### src/rtl/ahb_sub_regbank.sv
// AHB-Lite subordinate that maps a DEPTH-word window onto a ready-handshaked register port.
// Define AHB_SUB_BURST_CHK_EN to add SEQ-beat address/attribute tracking for bursts.
module ahb_sub_regbank #(
    parameter int                ADDR_W    = 32,
    parameter int                DATA_W    = 32,
    parameter logic [ADDR_W-1:0] BASE_ADDR = '0,
    parameter int                DEPTH     = 16,
    parameter int                WAIT_MAX  = 15
) (
    input  logic                       hclk,
    input  logic                       hrstn,
    input  logic                       hsel,
    input  logic [ADDR_W-1:0]          haddr,
    input  logic [1:0]                 htrans,
    input  logic                       hwrite,
    input  logic [2:0]                 hsize,
    input  logic [2:0]                 hburst,
    input  logic [DATA_W-1:0]          hwdata,
    input  logic                       hready,
    output logic [DATA_W-1:0]          hrdata,
    output logic                       hreadyOut,
    output logic                       hresp,
    output logic [$clog2(DEPTH)-1:0]   reg_addr,
    output logic                       reg_wr_en,
    output logic                       reg_rd_en,
    output logic [DATA_W/8-1:0]        reg_be,
    output logic [DATA_W-1:0]          reg_wdata,
    input  logic [DATA_W-1:0]          reg_rdata,
    input  logic                       reg_ready
);
    localparam int BYTES  = DATA_W / 8;
    localparam int LOG2_B = $clog2(BYTES);
    localparam int AW     = $clog2(DEPTH);
    localparam logic [ADDR_W:0] WIN    = (ADDR_W + 1)'(DEPTH * BYTES);
    localparam logic [ADDR_W:0] BASE_X = {1'b0, BASE_ADDR};
    localparam logic [ADDR_W:0] LIMIT  = BASE_X + WIN;

    typedef enum logic [1:0] {IDLE, XFER, ERR1, ERR2} state_t;

    state_t              state_q, state_d;
    logic [7:0]          cnt_q, cnt_d;
    logic [AW-1:0]       addr_q;
    logic [BYTES-1:0]    be_q;
    logic                write_q;
    logic [DATA_W-1:0]   rdata_q;
    logic                accept, acc_err, burst_err, misaligned, in_range, rd_done;

    function automatic logic [BYTES-1:0] calc_be(input logic [ADDR_W-1:0] a, input logic [2:0] sz);
        logic [BYTES-1:0] be;
        int off, nb;
        off = int'(a & ADDR_W'(BYTES - 1));
        nb  = 1 << sz;
        be  = '0;
        for (int b = 0; b < BYTES; b++) be[b] = (b >= off) && (b < off + nb);
        return be;
    endfunction

    assign hreadyOut = (state_q == XFER) ? reg_ready : (state_q != ERR1);
    assign hresp     = (state_q == ERR1) || (state_q == ERR2);
    assign reg_wr_en = (state_q == XFER) && write_q;
    assign reg_rd_en = (state_q == XFER) && !write_q;
    assign reg_addr  = addr_q;
    assign reg_be    = be_q;
    assign reg_wdata = hwdata;

    // Read data is forwarded in the completing cycle so it is valid while hreadyOut is high.
    assign rd_done = (state_q == XFER) && reg_ready && !write_q;
    assign hrdata  = rd_done ? reg_rdata : rdata_q;

    assign accept     = hsel && hready && htrans[1] && hreadyOut;
    assign misaligned = (haddr & ADDR_W'((1 << hsize) - 1)) != '0;
    assign in_range   = ({1'b0, haddr} >= BASE_X) && ({1'b0, haddr} < LIMIT);
    assign acc_err    = (hsize > 3'(LOG2_B)) || misaligned || !in_range || burst_err;

`ifdef AHB_SUB_BURST_CHK_EN
    logic [ADDR_W-1:0] exp_addr_q;
    logic [2:0]        exp_size_q, exp_burst_q;
    logic              exp_write_q, bact_q;

    // WRAPx bursts wrap within a (beats * bytes-per-beat) aligned block.
    function automatic logic [ADDR_W-1:0] next_addr(input logic [ADDR_W-1:0] a,
                                                    input logic [2:0] sz, input logic [2:0] bt);
        logic [ADDR_W-1:0] inc, bmask;
        inc = ADDR_W'(1) << sz;
        case (bt)
            3'd2:    bmask = (inc << 2) - ADDR_W'(1);
            3'd4:    bmask = (inc << 3) - ADDR_W'(1);
            3'd6:    bmask = (inc << 4) - ADDR_W'(1);
            default: bmask = '0;
        endcase
        if (bmask == '0) return a + inc;
        return (a & ~bmask) | ((a + inc) & bmask);
    endfunction

    assign burst_err = (htrans == 2'b11) &&
                       (!bact_q || haddr != exp_addr_q || hsize != exp_size_q || hwrite != exp_write_q);

    always_ff @(posedge hclk or negedge hrstn) begin
        if (!hrstn) begin
            exp_addr_q  <= '0;
            exp_size_q  <= '0;
            exp_burst_q <= '0;
            exp_write_q <= 1'b0;
            bact_q      <= 1'b0;
        end else if (accept) begin
            if (acc_err) begin
                bact_q <= 1'b0;
            end else if (htrans == 2'b10) begin
                bact_q      <= (hburst != 3'b000);
                exp_size_q  <= hsize;
                exp_write_q <= hwrite;
                exp_burst_q <= hburst;
                exp_addr_q  <= next_addr(haddr, hsize, hburst);
            end else begin
                exp_addr_q  <= next_addr(haddr, exp_size_q, exp_burst_q);
            end
        end else if (hsel && hready && hreadyOut && htrans == 2'b00) begin
            bact_q <= 1'b0;
        end
    end
`else
    logic unused_burst;
    assign burst_err    = 1'b0;
    assign unused_burst = ^{hburst, htrans[0]};
`endif

    always_comb begin
        state_d = state_q;
        cnt_d   = cnt_q;
        case (state_q)
            IDLE, ERR2: state_d = accept ? (acc_err ? ERR1 : XFER) : IDLE;
            XFER: begin
                if (reg_ready) begin
                    cnt_d   = '0;
                    state_d = accept ? (acc_err ? ERR1 : XFER) : IDLE;
                end else if (cnt_q + 8'd1 == 8'(WAIT_MAX)) begin
                    cnt_d   = '0;
                    state_d = ERR1;
                end else begin
                    cnt_d   = cnt_q + 8'd1;
                end
            end
            ERR1:    state_d = ERR2;
            default: state_d = IDLE;
        endcase
    end

    always_ff @(posedge hclk or negedge hrstn) begin
        if (!hrstn) begin
            state_q <= IDLE;
            cnt_q   <= '0;
            addr_q  <= '0;
            be_q    <= '0;
            write_q <= 1'b0;
            rdata_q <= '0;
        end else begin
            state_q <= state_d;
            cnt_q   <= cnt_d;
            if (accept) begin
                addr_q  <= haddr[LOG2_B +: AW];
                be_q    <= calc_be(haddr, hsize);
                write_q <= hwrite;
            end
            if (rd_done) rdata_q <= reg_rdata;
        end
    end
endmodule

### config.mk
export PLATFORM = sky130hd
export DESIGN_NAME = ahb_sub_regbank
export DESIGN_NICKNAME = d
export VERILOG_FILES = /design/src/rtl/ahb_sub_regbank.sv
export SDC_FILE = /design/constraint.sdc
export NUM_CORES = 1
export LEC_CHECK = 0
export ABC_AREA = 1
export BUFFER_PORTS_ARGS = -buffer_cell sky130_fd_sc_hd__buf_4
export CORE_UTILIZATION = 30
export DETAILED_ROUTE_END_ITERATION = 7
export PLACE_DENSITY = 0.62
export SYNTH_ARGS = -nofsm -noshare
export SYNTH_HDL_FRONTEND = slang
export SYNTH_SLANG_ARGS = --single-unit
### constraint.sdc
create_clock -name hclk -period 1.65 [get_ports hclk]
set_input_delay 0 -clock hclk [delete_from_list [all_inputs] [get_ports hclk]]
set_output_delay 0 -clock hclk [all_outputs]
set_load 0.01 [all_outputs]
==> impl_metrics.toml, run 1 <==
[status]
outcome = "complete, but fails checks"
failed_checks = "negative setup slack"

[pwr]
p_leak_uw = 0.002330
max-vdd-ir-drop_mv = 0.4781
intPower_uw = 3098
power_frac_clock_pct = 18.6
p_sw_share_pct = 30.75
power_uw = 4473
power.density_nw_per_um2 = 980.5
power_frac_comb_pct = 41.6
pwr-share-seq_pct = 39.8
netSwitchingPower_uw = 1375

[layout]
multi_input_area_sq_um = 1297
diodes = 0
register_area_sq_um = 1277
area_growth_pct = 59.42
final_common_cell = "buf_4"
nets = 575
drive_gt1_share_pct = 45.49
final_cell_mix = "buf_4 (117), nand2_1 (66), dfrtp_1 (50)"
stdcell_area_sq_um = 4562
nFillCells = 840

[worst_hold_path]
hp-start = "hwdata[25]"
hold_class = "in2out"

[timing]
max_freq_ghz = 0.5335
tightest_slew_ns = 0.6489
final-setup-viol-count = 39
rsz0062_at_grt = "yes"
finClkSkew_ns = 0.003325
timing.final.ws_setup_ns = -0.2246
finalCriticalPeriod_ns = 1.875
drv_slew = 0
hold_viol_final = 0
fin_hold_ws_ns = 0.000003896
fin_crit_sh_pct = 113.6
slew_headroom_pct = 56.74

[grt]
grt_overflow = 0
antenna_found_initial = 0
grt_start_max_net_pins = 52
grt_pass1_vias = 2644
grt_pass1_wl_um = 11880
grt_usage_pct = 14.81

[logic_synthesis]
synth_cells = 306
synth_warnings = 0
ys_seq_area_share_pct = 44.60
synth_seq_cells = 51
syn_area_sq_um = 2861
postSynthAreaPerCell_sq_um = 9.351
synth_cell_types = 28
synth_nets = 426

[placed_design]
port_buffers = 117
dp_hpwl_um = 4661
placed_area_sq_um = 3670
gp_congestion = 0.7712

[detailed_routing]
dr.first_iter.drc_count = 57
wl_per_cell_um = 12.54
route.detailed.drc = 0
post_drt_via_cell_ratio = 4.303
num_vias = 2513
drt_pre_antenna_iters = 4
finalWirelength_um = 7324
ant_nets = 0

[die]
die_y_um = 99.67
ios = 186
start_util_pct = 30.97
rows = 35
die-area_sq_um = 9933
fp.dieW_um = 99.67
design.core.area_sq_um = 9240

[worst_setup_path]
required_ns = 1.65
cp-start-kind = "register"
end_kind = "output port"
crit_start = "state_q[1]$_DFFE_PN0P_"
reg2reg_setup_slack_ns = -0.03
worstPathMaxFanout = 8
reg2reg_from = "state_q[1]$_DFFE_PN0P_"
cp.arrival_ns = 1.87
critPathKind = "reg2out"

[clock_tree]
insertion_delay_ns = 0.29
cts-root-buf = "clkbuf_8"
cts_sinks = 51
clk_pin_slew_ns = 0.09
cts_tree = "done"
clock_path_buffers = 2
cts_buffers = 5
h-tree-depth = 2

[flow_run]
max-cap-violations = 0
[metrics by stage]
step           TNS [ns]  util [%]  setup slack (ns)  instances
2_1_floorplan         0         -           0.03062        306
3_3_place_gp          0     39.72           0.09436        522
3_5_place_dp          0     39.72           0.06979        522
4_1_cts          -7.038     46.92           -0.2275        575
5_1_grt          -9.681     49.37           -0.2960        584
6_report         -6.840     49.37           -0.2246        584
[power by group through the flow]
| stage | combinational, uW | sequential [uW] | clock (uW) |
|---|---|---|---|
| 3_5_place_dp | 1510 | 1780 | 0 |
| 4_1_cts | 1670 | 1760 | 874 |
| 3_3_place_gp | 1480 | 1760 | 0 |
| 6_report | 1860 | 1780 | 832 |
| 5_1_grt | 2040 | 1820 | 915 |
| 2_1_floorplan | 845 | 1760 | 0 |
[timing repair]
item                                    CTS  global route
hold buffers                             36             0
cloned                                    3             0
endpoints found under the hold margin    86             0
endpoints found under the setup margin   32            45
gates resized for setup                  17            40
pin swaps                                 3             5
buffers inserted                          7             9
[per-layer routing]
metal	global-route usage, %	wire length [um]
met1	16.97	2906
met2	28.86	4104
met3	1.616	226
met4	3.846	86
met5	0	0
[cells by family (layout without fill, tap and decap cells)]
| group | after synthesis | count (layout) | synth area share, % |
|---|---|---|---|
| compound gates | 18 | 18 | 3.717 |
| fa+ha+maj | 10 | 10 | 4.635 |
| buf+inv | 66 | 215 | 14.39 |
| flops | 51 | 51 | 44.60 |
| mux | 32 | 32 | 12.59 |
| simple gates | 129 | 129 | 20.07 |
[cells in the mapped netlist]
cell | count | share of area, %
a31oi_1 | 1 | 0.22
nor2_2 | 3 | 0.66
buf_4 | 33 | 8.7
nand3b_1 | 2 | 0.52
ha_1 | 9 | 3.9
nand4_1 | 3 | 0.66
and2_1 | 1 | 0.22
or2_2 | 1 | 0.22
and3_1 | 1 | 0.22
nand2_1 | 66 | 8.7
inv_4 | 1 | 0.22
inv_2 | 2 | 0.26
nor2_1 | 29 | 3.8
o21ai_0 | 10 | 1.7
nand3_4 | 1 | 0.61
fa_1 | 1 | 0.70
a21oi_2 | 2 | 0.61
nor2_4 | 2 | 0.79
buf_6 | 5 | 2.0
inv_1 | 25 | 3.3
mux2_2 | 32 | 13
a21oi_1 | 1 | 0.17
o21ai_1 | 3 | 0.52
dfrtp_1 | 51 | 45
o31ai_2 | 1 | 0.44
nor3_1 | 1 | 0.17
nand3_1 | 14 | 2.4
nand2_2 | 5 | 1.1
[registers in the layout, indices dropped and copies added, names as in the netlist]
signal and flops:
rdata_q 32, reg_be 4, write_q 1, state_q 2, cnt_q 8, reg_addr 4
[worst max-delay path: stages (launching register included)]
cell	delay (ns)
dfrtp_1	0.40
inv_2	0.08
ha_4	0.15
inv_4	0.04
nor2_4	0.10
nand2_4	0.08
buf_6	0.14
buf_12	0.14
mux2_4	0.31
buf_6	0.13
[worst paths after layout]
check	endpoint	cells after the start
worst max-delay path	hrdata[29]	9
worst min-delay path	reg_wdata[25]	0
worst max register to register	rdata_q[4]$_DFF_PN0_	9
worst min register to register	reg_addr[1]$_DFFE_PN0P_	2
max in group asynchronous	cnt_q[0]$_DFFE_PN0P_	2
min in group asynchronous	rdata_q[21]$_DFF_PN0_	2
[cell type report]
cell class | count | share of cell area [%]
inverter | 28 | 2.414
sequential | 51 | 28.00
multi-input combinational | 189 | 28.44
clock inverter | 1 | 0.6583
tap | 129 | 3.538
clock buffer | 6 | 1.591
timing repair buffer | 180 | 35.35
Power figures use the tool's default switching activity.
==> run 2: changes to the inputs <==
- HOLD_SLACK_MARGIN: unset -> 0.1
- PLACE_DENSITY: 0.62 -> 0.59
- clock period: 1.65 -> 1.75 ns (I/O delays scaled with it)
==> run 2 against run 1 <==
  * The flow still finishes with violations (negative setup slack)
  * Worst setup slack gained 0.12 ns
  * Clock skew is 0.0077 ns higher
  * Critical path depth unchanged
  * Sequential share of layout area down 1.4 points
  * Hold slack better by 0.19 ns
  * Clock-buffer cell count is the same
  * Die area unchanged
  * First-iteration DRC count grew 84%
  * Sequential power decreased by 6%
  * Total power decreased by 7.5%
  * Critical endpoint is now hrdata[3]
  * Highest routed layer unchanged
==> impl_metrics.toml, run 2 (same netlist as run 1, synthesis figures left out) <==
[status]
outcome = "complete, but fails checks"
failed_checks = "negative setup slack"

[detailed_routing]
dr.first_iter.drc_count = 105
ant_nets = 0
finalWirelength_um = 7772
drt_pre_antenna_iters = 4
wl_per_cell_um = 12.52
num_vias = 2646
route.detailed.drc = 0
post_drt_via_cell_ratio = 4.261

[timing]
drv_slew = 0
rsz0062_at_grt = "yes"
hold_viol_final = 0
tightest_slew_ns = 0.6668
max_freq_ghz = 0.5388
fin_crit_sh_pct = 106.1
final-setup-viol-count = 26
slew_headroom_pct = 55.55
timing.final.ws_setup_ns = -0.1060
finalCriticalPeriod_ns = 1.856
finClkSkew_ns = 0.01101

[layout]
area_growth_pct = 67.69
multi_input_area_sq_um = 1246
diodes = 0
final_common_cell = "buf_4"
register_area_sq_um = 1277
top_regs = "rdata_q x32, cnt_q x8"
largest_reg_flops = 32
largest_register = "rdata_q"
nFillCells = 805
drive_gt1_share_pct = 41.46
nets = 611
final_core_util_pct = 51.93
final_cell_mix = "buf_4 (123), dlygate4sd3_1 (73), nand2_1 (66)"

[clock_tree]
clk_pin_slew_ns = 0.10
clock_path_buffers = 2
insertion_delay_ns = 0.30
h-tree-depth = 2
cts-root-buf = "clkbuf_8"
cts_tree = "done"
cts_sinks = 51
cts_buffers = 5

[pwr]
power.density_nw_per_um2 = 862.0
max-vdd-ir-drop_mv = 0.4900
p_leak_uw = 0.002442

[grt]
use_met1_pct = 18.81
antenna_found_initial = 0
grt_overflow = 0
grt_pass1_vias = 2650
grt_pass1_wl_um = 12390
grt_usage_pct = 15.78
busiest_layer = "met2"
met3_usage_pct = 3.514
grt_start_max_net_pins = 52
use_met2_pct = 28.91

[worst_setup_path]
cp_top_family = "buffers and inverters"
cp_num_buf_inv = 5
slowest_stage = "dfrtp_1"
required_ns = 1.75
crit_path_max_incr_delay_ns = 0.40
path_cells = "inv_2, ha_4, inv_4, nor2_4, nand2_4, buf_12, buf_16, mux2_4, buf_6"
critPathKind = "reg2out"
cp.arrival_ns = 1.86
cp-start-kind = "register"
end_kind = "output port"
worstPathMaxFanout = 8

[die]
die-area_sq_um = 9933
rows = 35
design.core.area_sq_um = 9240
start_util_pct = 30.97
ios = 186
die_y_um = 99.67
fp.dieW_um = 99.67

[flow_run]
max-cap-violations = 0

[placed_design]
pre_cts_ws_ns = 0.1553
port_buffers = 117
gp_congestion = 0.7622
dp_hpwl_um = 4707

[worst_hold_path]
hold_class = "in2reg"
==> run 2: cell count changes in the layout (fill, tap and decap cells not counted), sizes merged <==
cell         change
buf              -1
bufinv           -1
clkinv           +1
clkinvlp         +1
dlygate4sd3     +37
==> run 2: through the flow <==
stage | power (uW) | hold slack (ns) | cell area, sq um | cells | setup TNS, ns
after global placement | 3043 | 0.00006862 | 3662 | 521 | 0
final | 4136 | 0.1903 | 4798 | 621 | -1.690
after CTS | 4076 | 0.1794 | 4756 | 617 | -3.613
after detailed placement | 3075 | 0.00006862 | 3662 | 521 | 0
after global routing | 4429 | 0.1902 | 4798 | 621 | -4.099
after floorplan | 2461 | -0.2956 | 2861 | 306 | 0
==> run 2: power by group <==
group	internal, uW	total [uW]	switching [uW]
Clock	281	669	389
Sequential	1500	1670	177
Combinational	1030	1790	765
Total	2810	4140	1330
==> run 2: worst paths after layout <==
| check | depth (start not counted) | to | slack [ns] | start |
|---|---|---|---|---|
| setup / recovery | 9 | hrdata[3] | -0.11 | state_q[1]$_DFFE_PN0P_ |
| hold / removal | 5 | reg_be[3]$_DFFE_PN0P_ | 0.19 | hsize[0] |
| setup reg to reg | 10 | rdata_q[9]$_DFF_PN0_ | -0.03 | state_q[1]$_DFFE_PN0P_ |
| hold reg to reg | 2 | reg_addr[2]$_DFFE_PN0P_ | 0.49 | reg_addr[2]$_DFFE_PN0P_ |
| max in group asynchronous | 2 | cnt_q[0]$_DFFE_PN0P_ | 1.00 | hrstn |
| min in group asynchronous | 2 | rdata_q[10]$_DFF_PN0_ | 0.28 | hrstn |
==> run 2: final cells by class <==
class	count	share of cell area, %
Clock inverter	2	0.2608
Sequential cell	51	26.62
Tap cell	129	3.364
Multi-Input combinational cell	189	25.97
Clock buffer	6	1.512
Timing Repair Buffer	216	40.03
Inverter	28	2.243
==> run 2: repair_timing <==
action,CTS,global route
buffers inserted,13,7
cloned,3,0
hold endpoints to repair,124,0
endpoints found under the setup margin,32,41
hold buffers,73,0
gates resized for setup,27,14
pin swaps,2,3
==> run 2: tightest hold or removal path: stages <==
cell and delay, ns:
buf_4 0.12, inv_1 0.09, nand3_1 0.08, nand2_1 0.08, a31oi_1 0.10
==> run 2: metal layers <==
metal / up-vias / routed length, um
met5: - / 0
met4: 0 / 42
met3: 4 / 329
li1: 1314 / -
met1: 1232 / 3325
met2: 96 / 4075
